===== src/rtl/pc_pkg.sv =====
// Shared types and defaults for the program-counter unit and its return-address stack.
package pc_pkg;

  typedef enum logic [1:0] {
    PC_HOLD,
    PC_SEQ,
    PC_REDIR,
    PC_RET
  } pc_sel_t;

  localparam int unsigned RAS_DEPTH_DEFAULT = 4;
  localparam int unsigned RAS_PTR_W         = $clog2(RAS_DEPTH_DEFAULT);

endpackage


===== src/rtl/ras_stack.sv =====
// Circular return-address stack: the pointer addresses the top entry, and the count saturates at DEPTH.
module ras_stack
  import pc_pkg::*;
#(
  parameter int unsigned XLEN  = 32,
  parameter int unsigned DEPTH = RAS_DEPTH_DEFAULT
) (
  input  logic                       clk_i,
  input  logic                       rst_ni,
  input  logic                       push_i,
  input  logic                       pop_i,
  input  logic                       replace_i,
  input  logic                       flush_i,
  input  logic [XLEN-1:0]            wdata_i,
  output logic [XLEN-1:0]            top_o,
  output logic [$clog2(DEPTH):0]     count_o
);

  localparam int unsigned PTR_W = $clog2(DEPTH);
  localparam int unsigned CNT_W = PTR_W + 1;

  logic [XLEN-1:0]  mem_q [DEPTH];
  logic [PTR_W-1:0] ptr_q, ptr_d, ptr_inc;
  logic [CNT_W-1:0] cnt_q, cnt_d;

  assign ptr_inc = ptr_q + PTR_W'(1);
  assign top_o   = mem_q[ptr_q];
  assign count_o = cnt_q;

  // Flush is applied last so it overrides any push in the same cycle.
  always_comb begin
    ptr_d = ptr_q;
    cnt_d = cnt_q;
    if (push_i) begin
      ptr_d = ptr_inc;
      cnt_d = (cnt_q == CNT_W'(DEPTH)) ? cnt_q : cnt_q + CNT_W'(1);
    end else if (pop_i) begin
      ptr_d = ptr_q - PTR_W'(1);
      cnt_d = cnt_q - CNT_W'(1);
    end else if (replace_i && (cnt_q == '0)) begin
      cnt_d = CNT_W'(1);
    end
    if (flush_i) begin
      ptr_d = '0;
      cnt_d = '0;
    end
  end

  always_ff @(posedge clk_i or negedge rst_ni) begin
    if (!rst_ni) begin
      ptr_q <= '0;
      cnt_q <= '0;
    end else begin
      ptr_q <= ptr_d;
      cnt_q <= cnt_d;
    end
  end

  // Entry storage needs no reset; contents are meaningless while the count is zero.
  always_ff @(posedge clk_i) begin
    if (push_i) begin
      mem_q[ptr_inc] <= wdata_i;
    end else if (replace_i) begin
      mem_q[ptr_q] <= wdata_i;
    end
  end

endmodule


===== src/rtl/pc_unit.sv =====
// Fetch program counter with stall, redirect, and call/return handling through a circular RAS.
module pc_unit
  import pc_pkg::*;
#(
  parameter int unsigned     XLEN      = 32,
  parameter logic [XLEN-1:0] RESET_PC  = '0,
  parameter int unsigned     STEP      = 4,
  parameter int unsigned     RAS_DEPTH = RAS_DEPTH_DEFAULT
) (
  input  logic                         clk_i,
  input  logic                         start_i,
  input  logic                         pc_write_i,
  input  logic                         redirect_i,
  input  logic                         call_i,
  input  logic                         ret_i,
  input  logic [XLEN-1:0]              redirect_pc_i,
  input  logic                         flush_i,
  output logic [XLEN-1:0]              pc_o,
  output logic [XLEN-1:0]              pc_plus_o,
  output logic [$clog2(RAS_DEPTH):0]   ras_count_o,
  output logic                         ras_miss_o
);

  localparam int unsigned CNT_W = $clog2(RAS_DEPTH) + 1;

  logic [XLEN-1:0]  pc_q, pc_d;
  logic             miss_q, miss_d;
  logic [XLEN-1:0]  ras_top;
  logic [CNT_W-1:0] ras_cnt;
  logic             ras_hit;
  logic             push, pop, repl;
  pc_sel_t          sel;

  assign pc_plus_o   = pc_q + XLEN'(STEP);
  assign pc_o        = pc_q;
  assign ras_miss_o  = miss_q;
  assign ras_count_o = ras_cnt;
  assign ras_hit     = (ras_cnt != '0);

  // A call together with a return swaps the top entry instead of pushing or popping.
  assign push = pc_write_i &  call_i & ~ret_i;
  assign pop  = pc_write_i & ~call_i &  ret_i & ras_hit;
  assign repl = pc_write_i &  call_i &  ret_i;

  always_comb begin
    sel    = PC_SEQ;
    pc_d   = pc_q;
    miss_d = 1'b0;
    if (!pc_write_i)               sel = PC_HOLD;
    else if (ret_i)                sel = PC_RET;
    else if (call_i || redirect_i) sel = PC_REDIR;
    case (sel)
      PC_HOLD:  pc_d = pc_q;
      PC_SEQ:   pc_d = pc_plus_o;
      PC_REDIR: pc_d = redirect_pc_i;
      PC_RET: begin
        pc_d   = ras_hit ? ras_top : redirect_pc_i;
        miss_d = ~ras_hit;
      end
      default:  pc_d = pc_q;
    endcase
  end

  always_ff @(posedge clk_i or negedge start_i) begin
    if (!start_i) begin
      pc_q   <= RESET_PC;
      miss_q <= 1'b0;
    end else begin
      pc_q   <= pc_d;
      miss_q <= miss_d;
    end
  end

  ras_stack #(
    .XLEN  (XLEN),
    .DEPTH (RAS_DEPTH)
  ) u_ras (
    .clk_i     (clk_i),
    .rst_ni    (start_i),
    .push_i    (push),
    .pop_i     (pop),
    .replace_i (repl),
    .flush_i   (flush_i),
    .wdata_i   (pc_plus_o),
    .top_o     (ras_top),
    .count_o   (ras_cnt)
  );

endmodule


===== config.mk =====
export PLATFORM = sky130hd
export DESIGN_NAME = pc_unit
export DESIGN_NICKNAME = d
export VERILOG_FILES = /design/src/rtl/pc_pkg.sv /design/src/rtl/ras_stack.sv /design/src/rtl/pc_unit.sv
export SDC_FILE = /design/constraint.sdc
export NUM_CORES = 1
export LEC_CHECK = 0
export CORE_ASPECT_RATIO = 1.2
export CORE_MARGIN = 2
export CORE_UTILIZATION = 45
export DETAILED_ROUTE_END_ITERATION = 10
export PLACE_DENSITY = 0.76
export SYNTH_ARGS = -nofsm -noshare
export SYNTH_HDL_FRONTEND = slang
export SYNTH_SLANG_ARGS = --single-unit

===== constraint.sdc =====
create_clock -name clk_i -period 9.4 [get_ports clk_i]
set_input_delay 1.88 -clock clk_i [delete_from_list [all_inputs] [get_ports clk_i]]
set_output_delay 1.88 -clock clk_i [all_outputs]
set_load 0.05 [all_outputs]

## Word level (Yosys, flattened, before mapping)

Memories as Yosys holds them, arrays and structs flattened.
Cells that the tools add are included.

- Memory bits (writable): 128
- Output and inout bits: 68
- Memories kept: 1
- Bits in registers: 38
- Input port bits: 39

- Mux-type cells: 22
- Reduce and logical (&&, ||, !) cells: 9
- Add/sub/neg operators: 5
- Bitwise gates (word level): 9
- Equality and inequality tests: 5

Memories:

| name | depth | width | read ports | clocked after Yosys merged registers in | wr ports | line | RTL |
|---|---|---|---|---|---|---|---|
| u_ras.mem_q | 4 | 32 | 1 | 0 | 1 | ras_stack.sv:22 | `logic [XLEN-1:0] mem_q [DEPTH];` |

Operators by type and width:

| kind | number |
|---|---|
| $pmux W32 S3 | 1 |
| $mux W32 | 2 |
| $add A32 B3 Y32 const B | 1 |
| $reduce_or A32 Y1 | 1 |
| $mux W3 | 5 |
| $mux W2 | 7 |
| $mux W1 | 7 |
| $and A1 B1 Y1 | 6 |
| $reduce_bool A3 Y1 | 2 |
| $eq A2 B2 Y1 const B | 2 |
| $reduce_bool A4 Y1 | 1 |
| $add A3 B1 Y3 const B | 1 |
| $eq A3 B3 Y1 const B | 1 |
| $logic_not A3 Y1 | 1 |
| $ne A3 B3 Y1 const B | 1 |
| $not A1 Y1 | 3 |
| $sub A3 B1 Y3 const B | 1 |
| $add A2 B1 Y2 const B | 1 |
| $eq A2 B1 Y1 const B | 1 |
| $logic_not A2 Y1 | 1 |
| $reduce_and A2 Y1 | 1 |
| $sub A2 B1 Y2 const B | 1 |
| $logic_and A1 B1 Y1 | 1 |
| $logic_or A1 B1 Y1 | 1 |

## Logic depth before layout (Yosys ltp)

Gate-level depths: netlist of the first run.

- Depth in word-level cells: 7
- Mapped depth: 9
- Depth with buffers taken out: 7

## Cells and area by module

Synthesis of the first run repeated with hierarchy kept, for this count alone.

- Cells, all modules: 534
- Area, all modules: 7739.9 um^2

By module, submodules not included:

| module | seq. area each (um^2) | area an instance (um^2) | times used | cells an instance |
|---|---|---|---|---|
| ras_stack | 3968.8 | 5051.1 | 1 | 211 |
| pc_unit | 825.8 | 2688.8 | 1 | 323 |

## Worst setup path before layout of the first run

No wires, ideal clock.

- Path kind: input to register
- Start: input port pc_write_i
- End: memory u_ras.mem_q[3][0] (enable)
- Stages: 3
- Library setup time: 0.468 ns
- Setup slack: 4.213 ns
- Arrival: 4.719 ns
- Path through: clkbuf_1 > nand2_1 > nor3b_1

- Longest elaborated chain between the ends: 7
- Elaborated cells on any way between the ends: 11

Ends and longest elaborated chain:

| element | line | RTL |
|---|---|---|
| start, declared | pc_unit.sv:12 | `input logic pc_write_i,` |
| $and A1 B1 Y1 (*) | pc_unit.sv:41, pc_unit.sv:43 |  |
| $and A1 B1 Y1 | pc_unit.sv:43 | `assign repl = pc_write_i & call_i & ret_i;` |
| $mux W1 | ras_stack.sv:63 | `end else if (replace_i) begin` |
| $mux W1 | ras_stack.sv:61 | `if (push_i) begin` |
| $mux W1 (implied by the code) | ras_stack.sv:64 | `mem_q[ptr_q] <= wdata_i;` |
| $reduce_or A32 Y1 (no source line) | -- |  |
| $mux W2 (no source line) / $mux W1 (equally long branches) | -- |  |
| end, declared | ras_stack.sv:22 |  |

Mark *: on every way between the ends. The rest lies on a longest branch, timed or not.

## Worst setup path in the final report of the first run

- Start: register pc_q[11], in the netlist pc_o[11]
- End: output port pc_plus_o[30]

- Longest elaborated chain between the ends: 1

Ends and longest elaborated chain:

| element | line | RTL |
|---|---|---|
| start, declared | pc_unit.sv:26 | `logic [XLEN-1:0] pc_q, pc_d;` |
| start signal, assigned | pc_unit.sv:69 | `pc_q <= pc_d;` |
| $add A32 B3 Y32 | pc_unit.sv:34 | `assign pc_plus_o = pc_q + XLEN'(STEP);` |
| end, declared | pc_unit.sv:19 | `output logic [XLEN-1:0] pc_plus_o,` |

Every way passes these cells.

==> results by group, run 1 <==
Global route
  • Largest net degree at the start of global routing: 49
  • Initial antenna violation count: 0
  • Vias in the first global route: 5370
  • Total gr overflow: 0
  • First-pass GRT wire length: 30900 um
  • Total Routing Usage GR: 22.8%

Status
  • Run status: finished clean

Setup path
  • Critical path data arrival time: 3.57 ns
  • Buf+Inv Stages, Crit Path: 1
  • Startpoint types: register
  • CP endpoint kind: output pin
  • Crit-path leading delay family: simple AND/OR/NAND/NOR gates
  • CP Cell Sequence: nand3_1 -> or4_4 -> nor4_4 -> nand2_1 -> xnor2_1 -> clkdlybuf4s50_1
  • Crit Path Max Fanout: 7
  • Req. time, crit path: 7.52 ns
  • Slowest cell on the critical path: clkdlybuf4s50_1
  • CP peak stage delay: 0.89 ns
  • CP Class: register to output pin

Timing
  • Max Freq: 183 MHz
  • Final worst path period share: 58.0%
  • Fin Clk Skew: 0.00806 ns
  • Setup_tns: 0 ns
  • Slew Limit Fails: 0
  • Number of hold violations in the final report: 0
  • RSZ-0062 raised after global routing: false
  • Minimum clock period: 5.45 ns
  • Worst-margin pin slew: 1.05 ns
  • Rel. slew slack: 29.8%
  • Hold Slack: 0.563 ns
  • Setup violators final: 0

Clock tree
  • Post-CTS setup buffer count: 0
  • Clock transition at the registers of the reported paths: 0.06 ns
  • TritonCTS clock tree: done
  • CTS HTree Levels: 4
  • Clock Path Buffers: 2
  • Clk_lat worst skew: 0.43 ns
  • Root Buffer: clkbuf_16
  • Clock Sink Count: 166
  • Number of buffers created by CTS: 17
  • Quantity of gates resized following cts: 0
  • CTS hold repair buffers: 0

Die
  • Core ar.: 0.0169 mm2
  • Full die area: 0.0184 mm2
  • Die Y: 148 um
  • Top Ports: 107
  • Row count: 52
  • Effective utilization at floorplan: 46.0%
  • Die width: 124 um

Yosys
  • Register area share after synthesis: 61.6%
  • Cell taking the most area after synthesis: edfxtp_1
  • Library cells used by synthesis: 57
  • Syn_area_per_cell: 13.9 um2
  • Primary FF master, synth: edfxtp_1
  • Number of warnings issued by yosys: 0
  • Share of the synthesized area in the top cell type: 49.4%
  • Top post-synthesis cells by area: edfxtp_1 49%, dfrtp_1 12%, mux4_2 9.3%
  • Yosys reg bits: 166
  • Mapped cell area: 0.00778 mm2
  • Post-synthesis instance total: 559
  • Net Count, Synth: 602
  • Post-synth EDFFs: 128
  • Asr flop ratio synth: 22.9%

Power
  • P_leak: 3.32 nW
  • Cell Pwr Density: 219 mW/mm2
  • Peak supply drop: 129 uV

Finish
  • Share of layout cells above drive strength 1: 15.1%
  • Layout Cell Area excl Fill: 0.00968 mm2
  • Total Nets Final: 705
  • Layout area overhead: 24.4%
  • ANT cells: 0

Placed design
  • DP Area: 0.00907 mm2
  • PortBufs: 106
  • Post-DP HPWL: 13300 um
  • Gpl congestion: 1.03

Detailed routing
  • Drt first-iter violations: 484
  • DR vias/cell: 6.01
  • Drt first pass iters: 5
  • Vias: 5359
  • Wire length per cell: 22.7 um
  • Final wirelength: 20200 um
  • Antenna Nets Post-Route: 0
  • DRC: 0

Hold path
  • Hold Path Class: register to register

Flow run
  • Max_cap viols: 0
[cells in the mapped netlist (4+ instances only)]
cell type	instances
inv_1	9
nand4_1	9
a21o_1	4
buf_1	4
ha_1	4
clkbuf_1	18
buf_2	9
a221o_1	4
a2bb2oi_1	5
xnor2_1	21
nand2_1	56
nor4_4	4
o21a_1	6
a21boi_0	5
nor3_1	8
nor4_1	4
nand3_1	26
and3_1	6
dfrtp_1	38
a31oi_1	6
edfxtp_1	128
mux2_2	9
xor2_1	11
o22ai_1	8
mux4_2	32
nor2b_1	4
mux2i_1	7
o21ai_0	7
and4_1	5
a21oi_1	27
nor2_1	30
[power by group]
group          internal [mW]  switching (mW)
sequential             0.856          0.0509
clock                  0.442           0.283
combinational          0.167           0.320
[final cells by class]
cell class	instances	area (um2)
Fill cell	1380	7240
Sequential cell	166	4800
Timing Repair Buffer	119	1150
Clock inverter	14	184
Clock buffer	18	429
Inverter	9	33.8
Multi-Input combinational cell	349	2810
Tap cell	216	270
[metal layers]
| metal | vias to the layer above | wire length, um | global-route usage [%] |
|---|---|---|---|
| met1 | 2748 | 8250 | 30.5 |
| met4 | 0 | 309 | 6.24 |
| met3 | 25 | 1540 | 5.67 |
| li1 | 2361 | - | - |
| met2 | 225 | 10100 | 37.2 |
| met5 | - | 0 | 0 |
[stage by stage]
stage	utilization (%)	setup slack (ns)	std cells	total power [mW]
after floorplan	-	4.21	559	1.23
after global placement	53.6	4.55	859	1.39
after detailed placement	53.6	4.45	859	1.41
after CTS	57.2	3.94	891	2.13
after global routing	57.2	3.76	891	2.19
final	57.2	3.95	891	2.12
[logic make-up (layout without fill, tap and decap cells)]
| group | count (synthesis) | count (layout) | synth area share [%] |
|---|---|---|---|
| buffers and inverters | 44 | 160 | 2.48 |
| AOI/OAI and AO/OA | 92 | 92 | 8.04 |
| adders and majority gates | 4 | 4 | 0.643 |
| DFF | 166 | 166 | 61.6 |
| xor gates and xnor gates | 32 | 32 | 3.60 |
| muxes | 48 | 48 | 11.5 |
| and+or+nand+nor | 173 | 173 | 12.1 |
[flip-flops by register name (all words and copies together) (netlist names)]
| register | cells |
|---|---|
| pc_o | 32 |
| ras_miss_o | 1 |
| u_ras.count_o | 3 |
| u_ras.mem_q | 128 |
| u_ras.ptr_q | 2 |
[cell usage in the layout, fill, tap and decap left out, drive strengths merged, types with 8 or more instances in the layout]
| cell | count |
|---|---|
| a21oi | 27 |
| buf | 14 |
| clkbuf | 18 |
| clkdlybuf4s50 | 105 |
| dfrtp | 38 |
| edfxtp | 128 |
| inv | 9 |
| mux2 | 9 |
| mux4 | 32 |
| nand2 | 56 |
| nand3 | 28 |
| nand4 | 9 |
| nor2 | 30 |
| nor3 | 10 |
| nor4 | 8 |
| o21ai | 10 |
| o22ai | 8 |
| xnor2 | 21 |
| xor2 | 11 |
[worst paths after layout]
| path | startpoint | to | slack, ns | cells past startpoint |
|---|---|---|---|---|
| setup / recovery | pc_o[11] | pc_plus_o[30] | 3.95 | 6 |
| hold / removal | u_ras.count_o[0] | u_ras.count_o[0] | 0.56 | 1 |
| setup reg to reg | u_ras.ptr_q[0] | u_ras.mem_q[0][0] | 6.61 | 6 |
| hold reg to reg | u_ras.count_o[0] | u_ras.count_o[0] | 0.56 | 1 |
| max in group asynchronous | start_i | u_ras.ptr_q[0] | 7.16 | 1 |
| min in group asynchronous | start_i | ras_miss_o | 1.59 | 1 |
No activity file was read; power rests on OpenSTA's default activity.
==> run 2: changes to the inputs <==
--- a/config.mk
+++ b/config.mk
@@ -9,7 +9,7 @@
 export CORE_MARGIN = 2
 export CORE_UTILIZATION = 45
 export DETAILED_ROUTE_END_ITERATION = 10
-export PLACE_DENSITY = 0.76
+export PLACE_DENSITY = 0.78
 export SYNTH_ARGS = -nofsm -noshare
 export SYNTH_HDL_FRONTEND = slang
 export SYNTH_SLANG_ARGS = --single-unit
==> constraint.sdc (replaced) <==
create_clock -name clk_i -period 4.8 [get_ports clk_i]
set_input_delay 0.96 -clock clk_i [delete_from_list [all_inputs] [get_ports clk_i]]
set_output_delay 0.96 -clock clk_i [all_outputs]
set_load 0.05 [all_outputs]
==> run 2 against run 1 <==
Net effect: sequential share of layout area down 0.33 points; clock power up 110%; routed wire length down 1.4%.
==> results by group, run 2 (synthesized netlist as in run 1, its figures left out) <==
Timing
  • Fin Clk Skew: 0.00777 ns (-0.000289 ns)
  • Minimum clock period: 4.61 ns
  • Worst-margin pin slew: 1.13 ns (+0.0765 ns)
  • Setup_tns: 0 ns (unchanged)
  • Max Freq: 217 MHz
  • Slew Limit Fails: 0 (unchanged)
  • Setup violators final: 0 (unchanged)
  • RSZ-0062 raised after global routing: false
  • Number of hold violations in the final report: 0 (unchanged)
  • Rel. slew slack: 24.8% (-5.0 points)
  • Final worst path period share: 96.0%

Clock tree
  • Clock Path Buffers: 2 (unchanged)
  • Number of buffers created by CTS: 17 (unchanged)
  • CTS hold repair buffers: 0 (unchanged)
  • Clock Sink Count: 166 (unchanged)
  • TritonCTS clock tree: done
  • Root Buffer: clkbuf_16
  • Clock transition at the registers of the reported paths: 0.06 ns (about the same)
  • Quantity of gates resized following cts: 0 (unchanged)
  • Clk_lat worst skew: 0.43 ns (about the same)
  • Post-CTS setup buffer count: 0 (unchanged)
  • CTS HTree Levels: 4 (unchanged)

Finish
  • ANT cells: 0 (unchanged)
  • Share of layout cells above drive strength 1: 15.0% (-0.13 points)
  • Most frequent cells in the layout: 128 x edfxtp_1, 105 x clkdlybuf4s50_1, 56 x nand2_1
  • Total Nets Final: 704 (-0.14%)
  • Max reg flops: 128 (unchanged)
  • Most flops, register: u_ras.mem_q
  • # fillers: 1319 (-4.4%)
  • Commonest non-fill, non-tap cell in the layout: edfxtp_1
  • Final Non-Filler Cells: 890 (-0.11%)
  • Layout area overhead: 25.3%

Die
  • Top Ports: 107 (unchanged)
  • Full die area: 0.0184 mm2 (unchanged)
  • Effective utilization at floorplan: 46.0% (unchanged)
  • Die Y: 148 um (unchanged)
  • Row count: 52 (unchanged)
  • Core ar.: 0.0169 mm2 (unchanged)
  • Die width: 124 um (unchanged)

Setup path
  • CP Cell Sequence: ha_1 -> nand3_2 -> nor4_4 -> nor3b_1 -> xnor2_1 -> clkdlybuf4s50_1
  • Req. time, crit path: 3.84 ns (-3.68 ns)
  • CP peak stage delay: 0.93 ns (+0.04 ns)
  • CP Class: register to output pin
  • CP endpoint kind: output pin
  • Slowest cell on the critical path: clkdlybuf4s50_1
  • Crit Path Max Fanout: 9 (+2)
  • Critical path data arrival time: 3.65 ns (+0.08 ns)
  • Startpoint types: register
  • Reg2Reg Setup Slack: 2.03 ns (-4.58 ns)

Placed design
  • PortBufs: 106 (unchanged)
  • Post-DP HPWL: 13400 um (+0.54%)
  • Cells after DPL: 858 (-0.12%)
  • Gpl congestion: 0.948 (-7.6%)

Detailed routing
  • Drt first pass iters: 5 (unchanged)
  • Wire length per cell: 22.4 um (-1.3%)
  • Final wirelength: 20000 um (-1.4%)
  • Vias: 5376 (+0.32%)
  • DRC: 0 (unchanged)
  • Drt first-iter violations: 611 (+26%)
  • DR vias/cell: 6.04 (+0.43%)
  • Antenna Nets Post-Route: 0 (unchanged)

Global route
  • Initial antenna violation count: 0 (unchanged)
  • Total Routing Usage GR: 22.3% (-0.44 points)
  • Largest net degree at the start of global routing: 39 (-20%)
  • First-pass GRT wire length: 29900 um (-3.1%)
  • Vias in the first global route: 5293 (-1.4%)
  • Total gr overflow: 0 (unchanged)

Status
  • Run status: finished clean

Hold path
  • Hold Path Class: register to register

Flow run
  • Max_cap viols: 0 (unchanged)

Power
  • Cell Pwr Density: 435 mW/mm2 (+99%)
  • P_leak: 3.35 nW (+0.65%)
  • Peak supply drop: 279 uV (+120%)
==> run 2: changes by cell type in the layout (fill, tap and decap cells not counted), sizes merged <==
cell / before / now
buf: 14 / 13
clkinv: 7 / 4
clkbuf: 18 / 20
bufinv: 4 / 5
==> run 2: worst max-delay path: cells and delay by family (launching register included) <==
kind / cells / cell delay (ns)
buffers and inverters: 1 / 0.93
XOR/XNOR: 1 / 0.34
adder cells (fa/ha/maj): 1 / 0.31
flip-flops: 1 / 0.43
AND/OR/NAND/NOR: 3 / 1.20
==> run 2: path summary, 6_finish.rpt <==
check	depth (start not counted)	startpoint	to
min reg2reg	1	u_ras.count_o[0]	u_ras.count_o[0]
min	1	u_ras.count_o[0]	u_ras.count_o[0]
max	6	pc_o[2]	pc_plus_o[26]
max in group asynchronous	1	start_i	u_ras.ptr_q[0]
min in group asynchronous	1	start_i	ras_miss_o
max reg2reg	5	u_ras.ptr_q[1]	u_ras.mem_q[2][16]
==> run 2: final cells by class <==
type,instances,area [um2],share of cell area [%]
flip-flops and latches,166,4800,49.2
multi-input cells,349,2810,28.8
repair buffers,118,1170,12.0
clock buffers,20,467,4.79
well taps,216,270,2.77
clock inverters,12,199,2.04
inverters,9,33.8,0.347
==> run 2: stage by stage <==
stage	instance area, um2	total power [mW]	hold slack [ns]	setup slack, ns	utilization [%]
after floorplan	7780	2.41	0.664	0.533	-
after global placement	9080	2.73	0.537	0.832	53.7
after detailed placement	9080	2.76	0.541	0.705	53.7
after CTS	9750	4.26	0.557	0.241	57.6
after global routing	9750	4.37	0.597	0.0763	57.6
final	9750	4.24	0.556	0.192	57.6
==> run 2: metal layers <==
metal / vias to the layer above / global-route usage, % / wire (um)
li1: 2357 / - / -
met1: 2715 / 30.1 / 7830
met2: 267 / 35.9 / 9990
met3: 37 / 5.02 / 1760
met4: 0 / 7.70 / 388
met5: - / 0 / 0
==> run 2: power by group <==
group	switching, mW	total, mW	leakage, nW	internal (mW)
Clock	0.546	1.51	0.316	0.963
Sequential	0.113	1.79	1.60	1.68
Combinational	0.615	0.944	1.43	0.329
==> run 3: changes to the inputs <==
--- a/config.mk
+++ b/config.mk
@@ -9,7 +9,7 @@
 export CORE_MARGIN = 2
 export CORE_UTILIZATION = 45
 export DETAILED_ROUTE_END_ITERATION = 10
-export PLACE_DENSITY = 0.78
+export PLACE_DENSITY = 0.7
 export SYNTH_ARGS = -nofsm -noshare
 export SYNTH_HDL_FRONTEND = slang
 export SYNTH_SLANG_ARGS = --single-unit
==> run 3 against run 2 <==
Net effect: maximum frequency rose by 0.38%; design area rose by 0.13%; final cell count rose by 0.45%; non-clock buffer count rose by 5; power fell by 0.88%; core utilization rose by 0.074 points; combinational power barely moved; setup slack improved by 0.018 ns; sequential power barely moved; critical endpoint unchanged; largest cell class unchanged.
==> results by group, run 3 (synthesized netlist as in run 1, its figures left out) <==
Global route
  • Total gr overflow: 0 (unchanged)
  • Vias in the first global route: 5297 (+0.076%)
  • Total Routing Usage GR: 22.6% (+0.24 points)
  • First-pass GRT wire length: 30400 um (+1.6%)
  • Largest net degree at the start of global routing: 42 (+7.7%)
  • Initial antenna violation count: 0 (unchanged)

Die
  • Row count: 52 (unchanged)
  • Core ar.: 0.0169 mm2 (unchanged)
  • Die Y: 148 um (unchanged)
  • Top Ports: 107 (unchanged)
  • Effective utilization at floorplan: 46.0% (unchanged)
  • Die width: 124 um (unchanged)
  • Full die area: 0.0184 mm2 (unchanged)

Detailed routing
  • Drt first-iter violations: 328 (-46%)
  • Drt first pass iters: 5 (unchanged)
  • Wire length per cell: 22.2 um (-1.0%)
  • Final wirelength: 19900 um (-0.57%)
  • Vias: 5248 (-2.4%)
  • Antenna Nets Post-Route: 0 (unchanged)
  • DR vias/cell: 5.87 (-2.8%)
  • DRC: 0 (unchanged)

Finish
  • Multi-input logic area: 0.00281 mm2 (+0.18%)
  • Layout area overhead: 25.4%
  • Commonest non-fill, non-tap cell in the layout: edfxtp_1
  • Share of layout cells above drive strength 1: 15.5% (+0.50 points)
  • # fillers: 1354 (+2.7%)
  • Most flops, register: u_ras.mem_q
  • Total Nets Final: 709 (+0.71%)
  • Post-layout util: 57.7% (+0.074 points)
  • Max reg flops: 128 (unchanged)
  • Final Non-Filler Cells: 894 (+0.45%)
  • Sequential Area: 0.00480 mm2 (unchanged)
  • ANT cells: 0 (unchanged)
  • Most frequent cells in the layout: 128 x edfxtp_1, 105 x clkdlybuf4s50_1, 56 x nand2_1

Power
  • Net Switching: 1.27 mW (about the same)
  • Total chip power: 4.20 mW (-0.88%)
  • P_leak: 3.36 nW (+0.53%)
  • Clock power share: 35.2% (-0.4 points)
  • Reg power frac: 42.4% (+0.2 points)
  • Peak supply drop: 222 uV (-20%)
  • Sw Share: 30.3% (+0.27 points)
  • Combinational power share: 22.4% (about the same)
  • Cell Pwr Density: 431 mW/mm2 (-1.0%)
  • Internal power: 2.93 mW (-1.3%)

Timing
  • Rel. slew slack: 32.0% (+7.3 points)
  • Fin Clk Skew: 0.00894 ns (+0.00117 ns)
  • Minimum clock period: 4.59 ns (-0.0176 ns)
  • Max Freq: 218 MHz (+0.38%)
  • Slew Limit Fails: 0 (unchanged)
  • Number of hold violations in the final report: 0 (unchanged)
  • Setup_tns: 0 ns (unchanged)
  • RSZ-0062 raised after global routing: false
  • Setup violators final: 0 (unchanged)
  • Worst-margin pin slew: 1.02 ns (-0.110 ns)
  • Final worst path period share: 95.6% (-0.37 points)
  • Setup ws final: 0.210 ns (+0.0176 ns)

Hold path
  • Hold-critical path depth: 1 (unchanged)
  • Hold Path Class: register to register

Clock tree
  • Post-CTS setup buffer count: 0 (unchanged)
  • Quantity of gates resized following cts: 0 (unchanged)
  • Clk_lat worst skew: 0.43 ns (about the same)
  • Clock Path Buffers: 2 (unchanged)
  • Root Buffer: clkbuf_16
  • CTS hold repair buffers: 0 (unchanged)
  • Number of buffers created by CTS: 17 (unchanged)
  • Clock transition at the registers of the reported paths: 0.07 ns (about the same)
  • TritonCTS clock tree: done
  • CTS HTree Levels: 4 (unchanged)
  • Clock Sink Count: 166 (unchanged)

Placed design
  • Cells after DPL: 863 (+0.58%)
  • Gpl congestion: 0.940 (-0.84%)
  • PortBufs: 106 (unchanged)
  • Pre-CTS setup slack: 0.712 ns (+0.00626 ns)
  • Post-DP HPWL: 13600 um (+1.9%)

Status
  • Run status: finished clean

Setup path
  • FF-to-FF path depth: 5 (unchanged)
  • Startpoint types: register
  • CP Class: register to output pin
  • Crit Path Max Fanout: 9 (unchanged)
  • Critical path data arrival time: 3.63 ns (-0.02 ns)
  • Req. time, crit path: 3.84 ns (about the same)
  • CP endpoint kind: output pin

Flow run
  • Max_cap viols: 0 (unchanged)
==> run 3: final cells by class <==
cell class	instances	share of cell area, %
clock buffers	19	4.44
repair buffers	123	12.4
multi-input cells	349	28.8
inverters	9	0.346
well taps	216	2.77
clock inverters	12	2.08
flip-flops and latches	166	49.1
==> run 3: path summary, 6_finish.rpt <==
kind                       slack [ns]               end             start
min reg2reg                      0.56  u_ras.count_o[0]  u_ras.count_o[0]
min                              0.56  u_ras.count_o[0]  u_ras.count_o[0]
max                              0.21     pc_plus_o[26]           pc_o[3]
max in group asynchronous        3.46    u_ras.ptr_q[0]           start_i
max reg2reg                      2.14          pc_o[20]    u_ras.ptr_q[0]
min in group asynchronous        0.68  u_ras.count_o[0]           start_i
==> run 3: routing by layer <==
metal | vias to the layer above | GRT usage (%) | wire length, um
met5 | - | 0 | 0
met4 | 0 | 6.97 | 395
met3 | 31 | 4.98 | 1290
met2 | 197 | 37.4 | 9850
met1 | 2646 | 29.8 | 8320
li1 | 2374 | - | -
==> run 3: power groups by stage <==
stage | Clock [mW] | Combinational [mW] | Sequential, mW
floorplan | 0 | 0.485 | 1.93
global placement | 0 | 0.935 | 1.81
detailed placement | 0 | 0.943 | 1.81
CTS | 1.49 | 0.949 | 1.78
global route | 1.54 | 0.991 | 1.80
finish | 1.48 | 0.942 | 1.78
==> run 3: critical path: stages (launching register included) <==
cell and delay [ns]:
dfrtp_1 0.43, ha_1 0.31, nand3_2 0.28, nor4_4 0.48, nor3b_1 0.48, xnor2_1 0.29, clkdlybuf4s50_1 0.91
==> run 3: stage by stage <==
stage	cell area, um2	hold WS [ns]
5_1_grt	9760	0.593
4_1_cts	9760	0.565
6_report	9760	0.560
2_1_floorplan	7780	0.664
3_5_place_dp	9120	0.547
3_3_place_gp	9120	0.541
